[src/rtl/axis_dual_boxcar_averager.sv]
// axis_dual_boxcar_averager: averages blocks of 2^s signed sample pairs into one AXI-Stream result.
// Define AVG_ROUND_EN for round-half-up averaging; default is floor (arithmetic shift).
module axis_dual_boxcar_averager #(
    parameter int SAMPLE_WIDTH = 16,
    parameter int ACC_WIDTH    = 32,
    parameter int MAX_SHIFT    = 12
) (
    input  logic                      aclk,
    input  logic                      reset,
    input  logic [SAMPLE_WIDTH-1:0]   S_AXIS_S0_tdata,
    input  logic                      S_AXIS_S0_tvalid,
    input  logic [SAMPLE_WIDTH-1:0]   S_AXIS_S1_tdata,
    input  logic                      S_AXIS_S1_tvalid,
    input  logic                      enable,
    input  logic [3:0]                shift_cfg,
    output logic [2*SAMPLE_WIDTH-1:0] M_AXIS_AVG_tdata,
    output logic                      M_AXIS_AVG_tvalid,
    input  logic                      M_AXIS_AVG_tready,
    output logic [15:0]               overrun_count
);
    localparam int CW = MAX_SHIFT + 1;
    typedef enum logic {IDLE, ACC} state_t;
    state_t r_state;
    logic [3:0] r_s;
    logic [CW-1:0] r_cnt;
    logic signed [ACC_WIDTH-1:0] r_acc0, r_acc1, r_sum0, r_sum1;
    logic r_s1_valid, r_tvalid;
    logic [2*SAMPLE_WIDTH-1:0] r_tdata;
    logic [15:0] r_ovr;
    logic w_accept, w_last, w_free;
    logic [CW-1:0] w_nm1;
    logic [3:0] w_s_new;
    logic signed [ACC_WIDTH-1:0] w_add0, w_add1, w_bias;
    logic [SAMPLE_WIDTH-1:0] w_avg0, w_avg1;

    assign w_accept = (r_state == ACC) && enable && S_AXIS_S0_tvalid && S_AXIS_S1_tvalid;
    assign w_nm1    = (CW'(1) << r_s) - CW'(1);
    assign w_last   = r_cnt == w_nm1;
    assign w_free   = !r_tvalid || M_AXIS_AVG_tready;
    assign w_s_new  = (shift_cfg > 4'(MAX_SHIFT)) ? 4'(MAX_SHIFT) : shift_cfg;
    assign w_add0   = r_acc0 + {{(ACC_WIDTH-SAMPLE_WIDTH){S_AXIS_S0_tdata[SAMPLE_WIDTH-1]}}, S_AXIS_S0_tdata};
    assign w_add1   = r_acc1 + {{(ACC_WIDTH-SAMPLE_WIDTH){S_AXIS_S1_tdata[SAMPLE_WIDTH-1]}}, S_AXIS_S1_tdata};
`ifdef AVG_ROUND_EN
    assign w_bias   = (r_s == 4'd0) ? '0 : ACC_WIDTH'(1) << (r_s - 4'd1);
`else
    assign w_bias   = '0;
`endif
    // ACC_WIDTH headroom guarantees the biased sum cannot overflow
    assign w_avg0   = SAMPLE_WIDTH'((r_sum0 + w_bias) >>> r_s);
    assign w_avg1   = SAMPLE_WIDTH'((r_sum1 + w_bias) >>> r_s);

    assign M_AXIS_AVG_tdata  = r_tdata;
    assign M_AXIS_AVG_tvalid = r_tvalid;
    assign overrun_count     = r_ovr;

    always_ff @(posedge aclk) begin
        if (reset) begin
            r_state    <= IDLE;
            r_s        <= '0;
            r_cnt      <= '0;
            r_acc0     <= '0;
            r_acc1     <= '0;
            r_sum0     <= '0;
            r_sum1     <= '0;
            r_s1_valid <= 1'b0;
            r_tvalid   <= 1'b0;
            r_tdata    <= '0;
            r_ovr      <= '0;
        end else begin
            r_s1_valid <= w_accept && w_last;
            if (w_accept && w_last) begin
                r_sum0 <= w_add0;
                r_sum1 <= w_add1;
            end
            if (!enable) begin
                r_state <= IDLE;
                r_cnt   <= '0;
                r_acc0  <= '0;
                r_acc1  <= '0;
            end else begin
                if (r_state == IDLE) begin
                    r_state <= ACC;
                    r_s     <= w_s_new;
                end
                if (w_accept) begin
                    r_acc0 <= w_last ? '0 : w_add0;
                    r_acc1 <= w_last ? '0 : w_add1;
                    r_cnt  <= w_last ? '0 : r_cnt + CW'(1);
                end
            end
            // a stalled consumer keeps the held result; the new one is dropped and counted
            if (r_s1_valid) begin
                if (w_free) begin
                    r_tvalid <= 1'b1;
                    r_tdata  <= {w_avg1, w_avg0};
                end else if (r_ovr != 16'hFFFF) begin
                    r_ovr <= r_ovr + 16'd1;
                end
            end else if (M_AXIS_AVG_tready) begin
                r_tvalid <= 1'b0;
            end
        end
    end
endmodule
[config.mk]
export PLATFORM = sky130hd
export DESIGN_NAME = axis_dual_boxcar_averager
export DESIGN_NICKNAME = d
export VERILOG_FILES = /design/src/rtl/axis_dual_boxcar_averager.sv
export SDC_FILE = /design/constraint.sdc
export NUM_CORES = 1
export LEC_CHECK = 0
export CORE_UTILIZATION = 30
export CTS_BUF_LIST = sky130_fd_sc_hd__clkbuf_16
export CTS_CLUSTER_SIZE = 20
export DETAILED_ROUTE_END_ITERATION = 10
export GPL_TIMING_DRIVEN = 1
export HOLD_SLACK_MARGIN = 0.08
export RECOVER_POWER = 25
export SYNTH_ARGS = -nofsm -noshare
export SYNTH_HDL_FRONTEND = slang
export SYNTH_SLANG_ARGS = --single-unit
[constraint.sdc]
create_clock -name aclk -period 4.1 [get_ports aclk]
set_input_delay 0.615 -clock aclk [delete_from_list [all_inputs] [get_ports aclk]]
set_output_delay 0.615 -clock aclk [all_outputs]
set_load 0.005 [all_outputs]
==> summary.md, run 1 <==
| Metric | Value |
|---|---|
| Core area | `0.04001 mm²` |
| Number of primary I/O pins | `91` |
| Number of hold-repair buffers added at the cts stage | `0` |
| Data arrival time of the critical path | `3.91 ns` |
| IO buf count | `90` |
| Detail-routed net length per standard cell | `16.53 µm` |
| Setup_tns | `0 ns` |
| VDD IR-drop max | `275.3 µV` |
| Initial Util | `30.63%` |
| Setup Slack @ Placement | `0.09320 ns` |
| Number of distinct standard cells referenced by the synthesized netlist | `78` |
| Row count | `73` |
| Hold Violations, Final | `0` |
| Htree depth | `4` |
| Mean cell area of the mapped netlist | `8.191 µm²` |
| Maximum fanout along the worst path | `65` |
| Top cell type's share of synthesized area | `31.37%` |
| Type of the tightest min-delay check | `reg2reg` |
| Clock latency on the worst-skew pair | `0.44 ns` |
| CP cell instances | `buf_4 -> buf_2 -> clkbuf_1 -> nor2_1` |
| Post-Route WL | `34390 µm` |
| Share of flip-flops with an asynchronous set or reset after synthesis | `0%` |
| Slowest cell on the critical path | `clkbuf_1` |
| Number of antenna cells inserted | `0` |
| FMAX | `0.2678 GHz` |
| Most common flop cell mapped by yosys | `dfxtp_1` |
| Post-synthesis net count | `1603` |
| Height of the die | `204.1 µm` |
| Power density normalized to cell area | `286.5 mW/mm²` |
| Area Growth Syn to Fin | `16.65%` |
| Avg Vias per Cell | `5.333` |
| Nature of the critical path endpoint | `register` |
| Core Util, Final | `35.73%` |
| Final Max Slew Viols | `66` |
| Setup slack of the critical path after layout | `0.3663 ns` |
| Fraction of final layout cells with drive strength greater than 1 | `7.974%` |
| Final GP Congestion | `0.8624` |
| Number of optimization iterations in the first detailed-route pass | `7` |
| TritonCTS buffer count | `17` |
| Vias post-DR | `11090` |
| Global-route wire length before repair | `55860 µm` |
| Remaining global-route overflow | `0` |
| Root buffer selected by CTS | `clkbuf_16` |
| Critical Path Start Type | `primary input` |
| Final net count | `1649` |
| Max-Slew Margin vs Limit | `-96.36%` |
| Critical path type | `in2reg` |
| Setup repair after global routing missed its margin | `no` |
| Area of the mapped netlist | `0.01225 mm²` |
| Failing checks | `capacitance limit, slew limit` |
| Buffers from clock root to sink, at most | `2` |
| Flops & latches, synth | `192` |
| Kind of cell adding the most delay to the critical path | `buffers and inverters` |
| Final setup vio count | `0` |
| Cell count after synthesis | `1496` |
| Setup repair bufs after CTS | `0` |
| Post-layout min period | `3.734 ns` |
| Number of synthesis warnings | `0` |
| Clock tree from TritonCTS | `yes` |
| Number of resized instances in the post-cts repair step | `0` |
| Cells taking the most area after synthesis | `dfxtp_1, nand2_1, a21oi_1, ha_1, mux4_2` |
| Overall fraction of global-route tracks in use | `16.62%` |
| Max capacitance violation total | `1` |
| Cell leakage power | `0.005563 µW` |
| Die footprint | `0.04165 mm²` |
| Die extent in x | `204.1 µm` |
| Clock-pin slew of the registers on the worst-case setup and hold paths | `0.08 ns` |
| Final period utilization | `91.07%` |
| Least-Margin Pin Slew | `2.945 ns` |
| Remaining antenna violation count after routing | `0` |
| Worst stage delay on the critical path | `2.15 ns` |
| Total number of clock tree sinks | `192` |
| Required @ worst endpoint | `4.27 ns` |
| Maximum number of pins on one net before global-route repair | `80` |
| Sequential cell area fraction in the yosys report | `31.37%` |
| DRC | `0` |
| Number of synthesized flops with an enable pin | `0` |
| HPWL after detailed placement | `25300 µm` |
| Reg2Reg Setup Slack | `0.37 ns` |
| CP bufs+invs | `3` |
| Final worst clock skew | `0.01848 ns` |
| Number of global-route vias before repair | `10280` |
| Iteration-0 DRC count of the detailed router | `753` |
| Antenna violations before repair | `0` |
| Library cell with the largest summed area after synthesis | `dfxtp_1` |
| Result of the run | `complete, but fails checks` |
[final timing paths]
kind / cells after the start / to / from
min: 2 / M_AXIS_AVG_tdata[20] / M_AXIS_AVG_tdata[20]
min reg2reg: 2 / M_AXIS_AVG_tdata[20] / M_AXIS_AVG_tdata[20]
max reg2reg: 12 / r_sum1[28] / r_s[1]
max: 4 / r_s1_valid / reset
[cells by family after synthesis]
kind of cell / synth area share [%]
simple gates: 19.89
mux: 9.497
compound gates: 22.53
fa+ha+maj: 6.760
flops: 31.37
buf+inv: 3.809
xor+xnor: 6.147
[Yosys cell counts, types with 4 or more instances]
cell / count
o21a_1: 5
nor3_1: 12
clkbuf_1: 59
or3_1: 7
and4_1: 10
nand3_1: 42
xnor2_1: 46
a21o_1: 33
nand2_1: 249
dfxtp_1: 192
a311o_1: 8
mux4_2: 30
o21bai_1: 7
o31a_1: 4
o31ai_1: 5
and3_1: 18
buf_2: 19
buf_1: 16
o21ai_0: 36
nor4_1: 4
nor2b_1: 17
nor2_1: 135
mux2i_1: 42
a22o_1: 28
nand2b_1: 7
or2_2: 4
a22oi_1: 16
mux2_2: 6
and2_1: 13
a211oi_1: 38
a21oi_1: 174
xor2_1: 40
ha_1: 63
a21boi_0: 4
nand4_1: 12
a31oi_1: 10
inv_1: 22
a311oi_1: 5
[registers in the layout, indices dropped and copies added (netlist names)]
signal	flops
M_AXIS_AVG_tdata	32
r_acc0	31
r_acc1	31
r_sum0	31
r_sum1	31
overrun_count	16
r_cnt	13
r_s	4
M_AXIS_AVG_tvalid	1
r_s1_valid	1
r_state	1
[where the power goes]
| group | internal [µW] | total, µW | switching [µW] |
|---|---|---|---|
| clock network | 923 | 1760 | 834 |
| logic | 178 | 465 | 286 |
| registers | 1870 | 1870 | 4.73 |
[metal layers]
layer  part of all wire, %  track usage (%)  routed length [µm]
met1                    53            25.69               18260
met2                    41            23.83               13940
met3                   5.2            2.503                1797
met4                   1.1            3.598                 393
met5                     0                0                   0
[worst register-to-register path, stage by stage, from the launching register on]
cell and delay, ns:
dfxtp_4 0.34, nor3_1 0.43, nand2_1 0.15, ha_1 0.36, nor2_1 0.26, a32o_1 0.20, a22oi_1 0.08, xnor2_1 0.19
nor4b_1 0.33, nand4b_1 0.28, or2_1 0.49, or3_1 0.44, a21oi_1 0.11
[cell type report]
class                           count  area [µm²]
Timing Repair Buffer              121        1137
Inverter                           24       90.09
Clock buffer                       17       425.4
Clock inverter                     15       177.7
Fill cell                        4224       25710
Tap cell                          525       656.9
Sequential cell                   192        3849
Multi-Input combinational cell   1186        7958
[placed cells by master, fill, tap and decap left out, drive strengths merged, types with 16 or more instances in the layout]
master           n
a211oi          38
a21o            33
a21oi          176
a22o            28
a22oi           16
and3            18
buf             31
clkbuf          18
clkdlybuf4s50   41
dfxtp          192
dlygate4sd3     48
ha              63
inv             29
mux2i           42
mux4            30
nand2          249
nand3           42
nor2           135
nor2b           17
o21ai           38
xnor2           46
xor2            40
[metrics by stage]
stage,total power [µW],cells,hold WS (ns),area (µm²)
CTS,4143,2080,0.4581,14300
detailed placement,2379,2048,0.4471,13700
finish,4095,2080,0.4527,14290
global route,4258,2080,0.4723,14290
floorplan,2239,1496,0.4289,12250
global placement,2372,2048,0.4431,13700
Note: power is estimated with default switching activity, not from simulation.
==> run 2: changes to the inputs <==
- ABC_CLOCK_PERIOD_IN_PS: unset -> 4100
- HOLD_SLACK_MARGIN: 0.08 -> 0.06
==> results of run 2 <==
No change in the layout: final DEF, timing and power equal those of run 1.
==> run 3: changes to the inputs <==
- ABC_AREA: unset -> 1
==> summary.md, run 3 <==
| Metric | Value |
|---|---|
| Most common flop cell mapped by yosys | `dfxtp_1` |
| Most common cell after layout, fill and taps aside | `nand2_1` |
| Logic gate share of total power | `13.6%` |
| Critical Path Start Type | `register` |
| Result of the run | `complete, no violations` |
| Cells taking the most area after synthesis | `dfxtp_1, nand2_1, inv_1, nor2_1, nand3_1` |
| DRC | `0` |
| Flip-flop and latch area | `0.003844 mm²` |
| Kind of cell adding the most delay to the critical path | `buffers and inverters` |
| Fraction of final layout cells with drive strength greater than 1 | `3.209%` |
| Flops & latches, synth | `192` |
| Clock share of power | `42.5%` |
| FMAX | `0.2920 GHz` |
| Sequential cell area fraction in the yosys report | `26.70%` |
| Remaining global-route overflow | `0` |
| Initial Util | `30.66%` |
| Clock tree from TritonCTS | `yes` |
| Clock latency on the worst-skew pair | `0.49 ns` |
| Max capacitance violation total | `0` |
| Library cell appearing most often on the critical path | `nand3_1` |
| Setup_tns | `0 ns` |
| Die extent in x | `221.0 µm` |
| Library cell with the largest summed area after synthesis | `dfxtp_1` |
| Maximum number of pins on one net before global-route repair | `65` |
| Worst Hold Depth | `2` |
| Core area | `0.04695 mm²` |
| Final period utilization | `83.53%` |
| NetSw | `1313 µW` |
| Final Max Slew Viols | `0` |
| Cell leakage power | `0.008148 µW` |
| Mean cell area of the mapped netlist | `5.755 µm²` |
| Switching Share | `30.59%` |
| Final worst clock skew | `0.01111 ns` |
| Height of the die | `221.0 µm` |
| Root buffer selected by CTS | `clkbuf_16` |
| Number of hold-repair buffers added at the cts stage | `0` |
| Most used cells in the layout excluding fill and tap cells | `nand2_1, inv_1, nor2_1` |
| Post-Route WL | `47330 µm` |
| TritonCTS buffer count | `17` |
| Core Util, Final | `35.14%` |
| Cell count after synthesis | `2501` |
| IO buf count | `90` |
| Required @ worst endpoint | `4.51 ns` |
| Antenna violations before repair | `0` |
| Number of global-route vias before repair | `14470` |
| Avg Vias per Cell | `4.884` |
| Global-route wire length before repair | `76230 µm` |
| Post-synthesis net count | `2608` |
| Max-Slew Margin vs Limit | `33.22%` |
| Multi-input gate area in the final layout | `0.008827 mm²` |
| Final GP Congestion | `0.9834` |
| Die footprint | `0.04886 mm²` |
| Number of distinct standard cells referenced by the synthesized netlist | `44` |
| Data arrival time of the critical path | `3.83 ns` |
| Nature of the critical path endpoint | `register` |
| Number of primary I/O pins | `91` |
| Least-Margin Pin Slew | `1.000 ns` |
| Power density normalized to cell area | `260.0 mW/mm²` |
| Final setup vio count | `0` |
| Critical path type | `reg2reg` |
| Max reg flops | `32` |
| Cell with the most instances after synthesis | `nand2_1` |
| Area of the mapped netlist | `0.01439 mm²` |
| Number of antenna cells inserted | `0` |
| Post-layout min period | `3.425 ns` |
| Area Growth Syn to Fin | `14.62%` |
| Vias post-DR | `15440` |
| VDD IR-drop max | `275.5 µV` |
| Iteration-0 DRC count of the detailed router | `1368` |
| Number of resized instances in the post-cts repair step | `0` |
| Number of optimization iterations in the first detailed-route pass | `6` |
| Share of flip-flops with an asynchronous set or reset after synthesis | `0%` |
| Setup repair after global routing missed its margin | `no` |
| Top cell type's share of synthesized area | `26.70%` |
| Row count | `79` |
| Type of the tightest min-delay check | `reg2reg` |
| Internal power summed over all cells | `2978 µW` |
| Final net count | `2649` |
| HPWL after detailed placement | `36070 µm` |
| Maximum fanout along the worst path | `62` |
| Buffers from clock root to sink, at most | `2` |
| Setup repair bufs after CTS | `0` |
| Depth of the most critical reg-to-reg path | `12` |
| Number of synthesized flops with an enable pin | `0` |
| Remaining antenna violation count after routing | `0` |
| Overall fraction of global-route tracks in use | `19.47%` |
| Filler cells | `5268` |
| CP cell instances | `buf_4 -> inv_2 -> nand2_1 -> inv_1 -> nand3_1 -> nand3_1 -> nand3_1 -> nor2_2 -> nand3_4 -> buf_4 -> nand2_1 -> nor3_1` |
| Detail-routed net length per standard cell | `14.97 µm` |
| Hold Violations, Final | `0` |
| Instance count on the critical path | `12` |
| Number of synthesis warnings | `0` |
| Clock-pin slew of the registers on the worst-case setup and hold paths | `0.08 ns` |
| Relative contribution of sequential cells to total power | `43.9%` |
| Worst stage delay on the critical path | `0.98 ns` |
| Slowest cell on the critical path | `dfxtp_1` |
| Post-synth top cells | `nand2_1, inv_1, nor2_1` |
| Total number of clock tree sinks | `192` |
| CP bufs+invs | `4` |
| Htree depth | `4` |
[run 3: layer usage]
metal	up-vias	global-route usage, %	wire length (µm)
met5	-	0	0
met1	7013	26.58	23110
met3	55	3.027	2486
met4	0	5.978	971
met2	420	31.35	20760
li1	7955	-	-
[run 3: final timing paths]
kind              slack [ns]            startpoint                   end
hold reg to reg         0.47  M_AXIS_AVG_tdata[17]  M_AXIS_AVG_tdata[17]
hold / removal          0.47  M_AXIS_AVG_tdata[17]  M_AXIS_AVG_tdata[17]
setup / recovery        0.68                r_s[0]              r_cnt[2]
setup reg to reg        0.68                r_s[0]              r_cnt[2]
[run 3: power by group through the flow]
stage / Clock, µW / Combinational [µW] / Sequential [µW]
after floorplan: 0 / 392 / 1920
final: 1820 / 583 / 1880
after CTS: 1880 / 577 / 1880
after detailed placement: 0 / 574 / 1930
after global placement: 0 / 575 / 1930
after global routing: 1940 / 648 / 1890
[run 3: layout make-up]
class	count	area share (%)
inverter	359	8.168
multi-input combinational	1857	53.50
timing repair buffer	115	6.651
sequential	192	23.30
clock buffer	17	2.578
clock inverter	15	1.198
tap	607	4.603
[run 3: worst min-delay path: stages, from the launching register on]
cell and delay (ns):
dfxtp_1 0.32, nand2_1 0.06, a21oi_1 0.05
[run 3: per-stage QoR]
stage	power (µW)	instance area [µm²]	setup slack, ns	hold slack [ns]	cells
global route	4470	16500	0.3874	0.4873	3162
CTS	4339	16500	0.9144	0.4737	3162
detailed placement	2503	15880	0.4454	0.4614	3130
floorplan	2310	14390	1.263	0.4491	2501
global placement	2503	15880	0.4345	0.4545	3130
finish	4290	16500	0.6751	0.4708	3162
[run 3: cells by family (layout without fill, tap and decap cells)]
group	after synthesis	in the layout	synth area share (%)
xor gates and xnor gates	39	39	2.373
adders and majority gates	65	65	5.755
muxes	10	10	0.6954
buffers and inverters	452	506	12.14
AOI/OAI and AO/OA	343	343	12.98
and+or+nand+nor	1400	1400	39.35
DFF	192	192	26.70
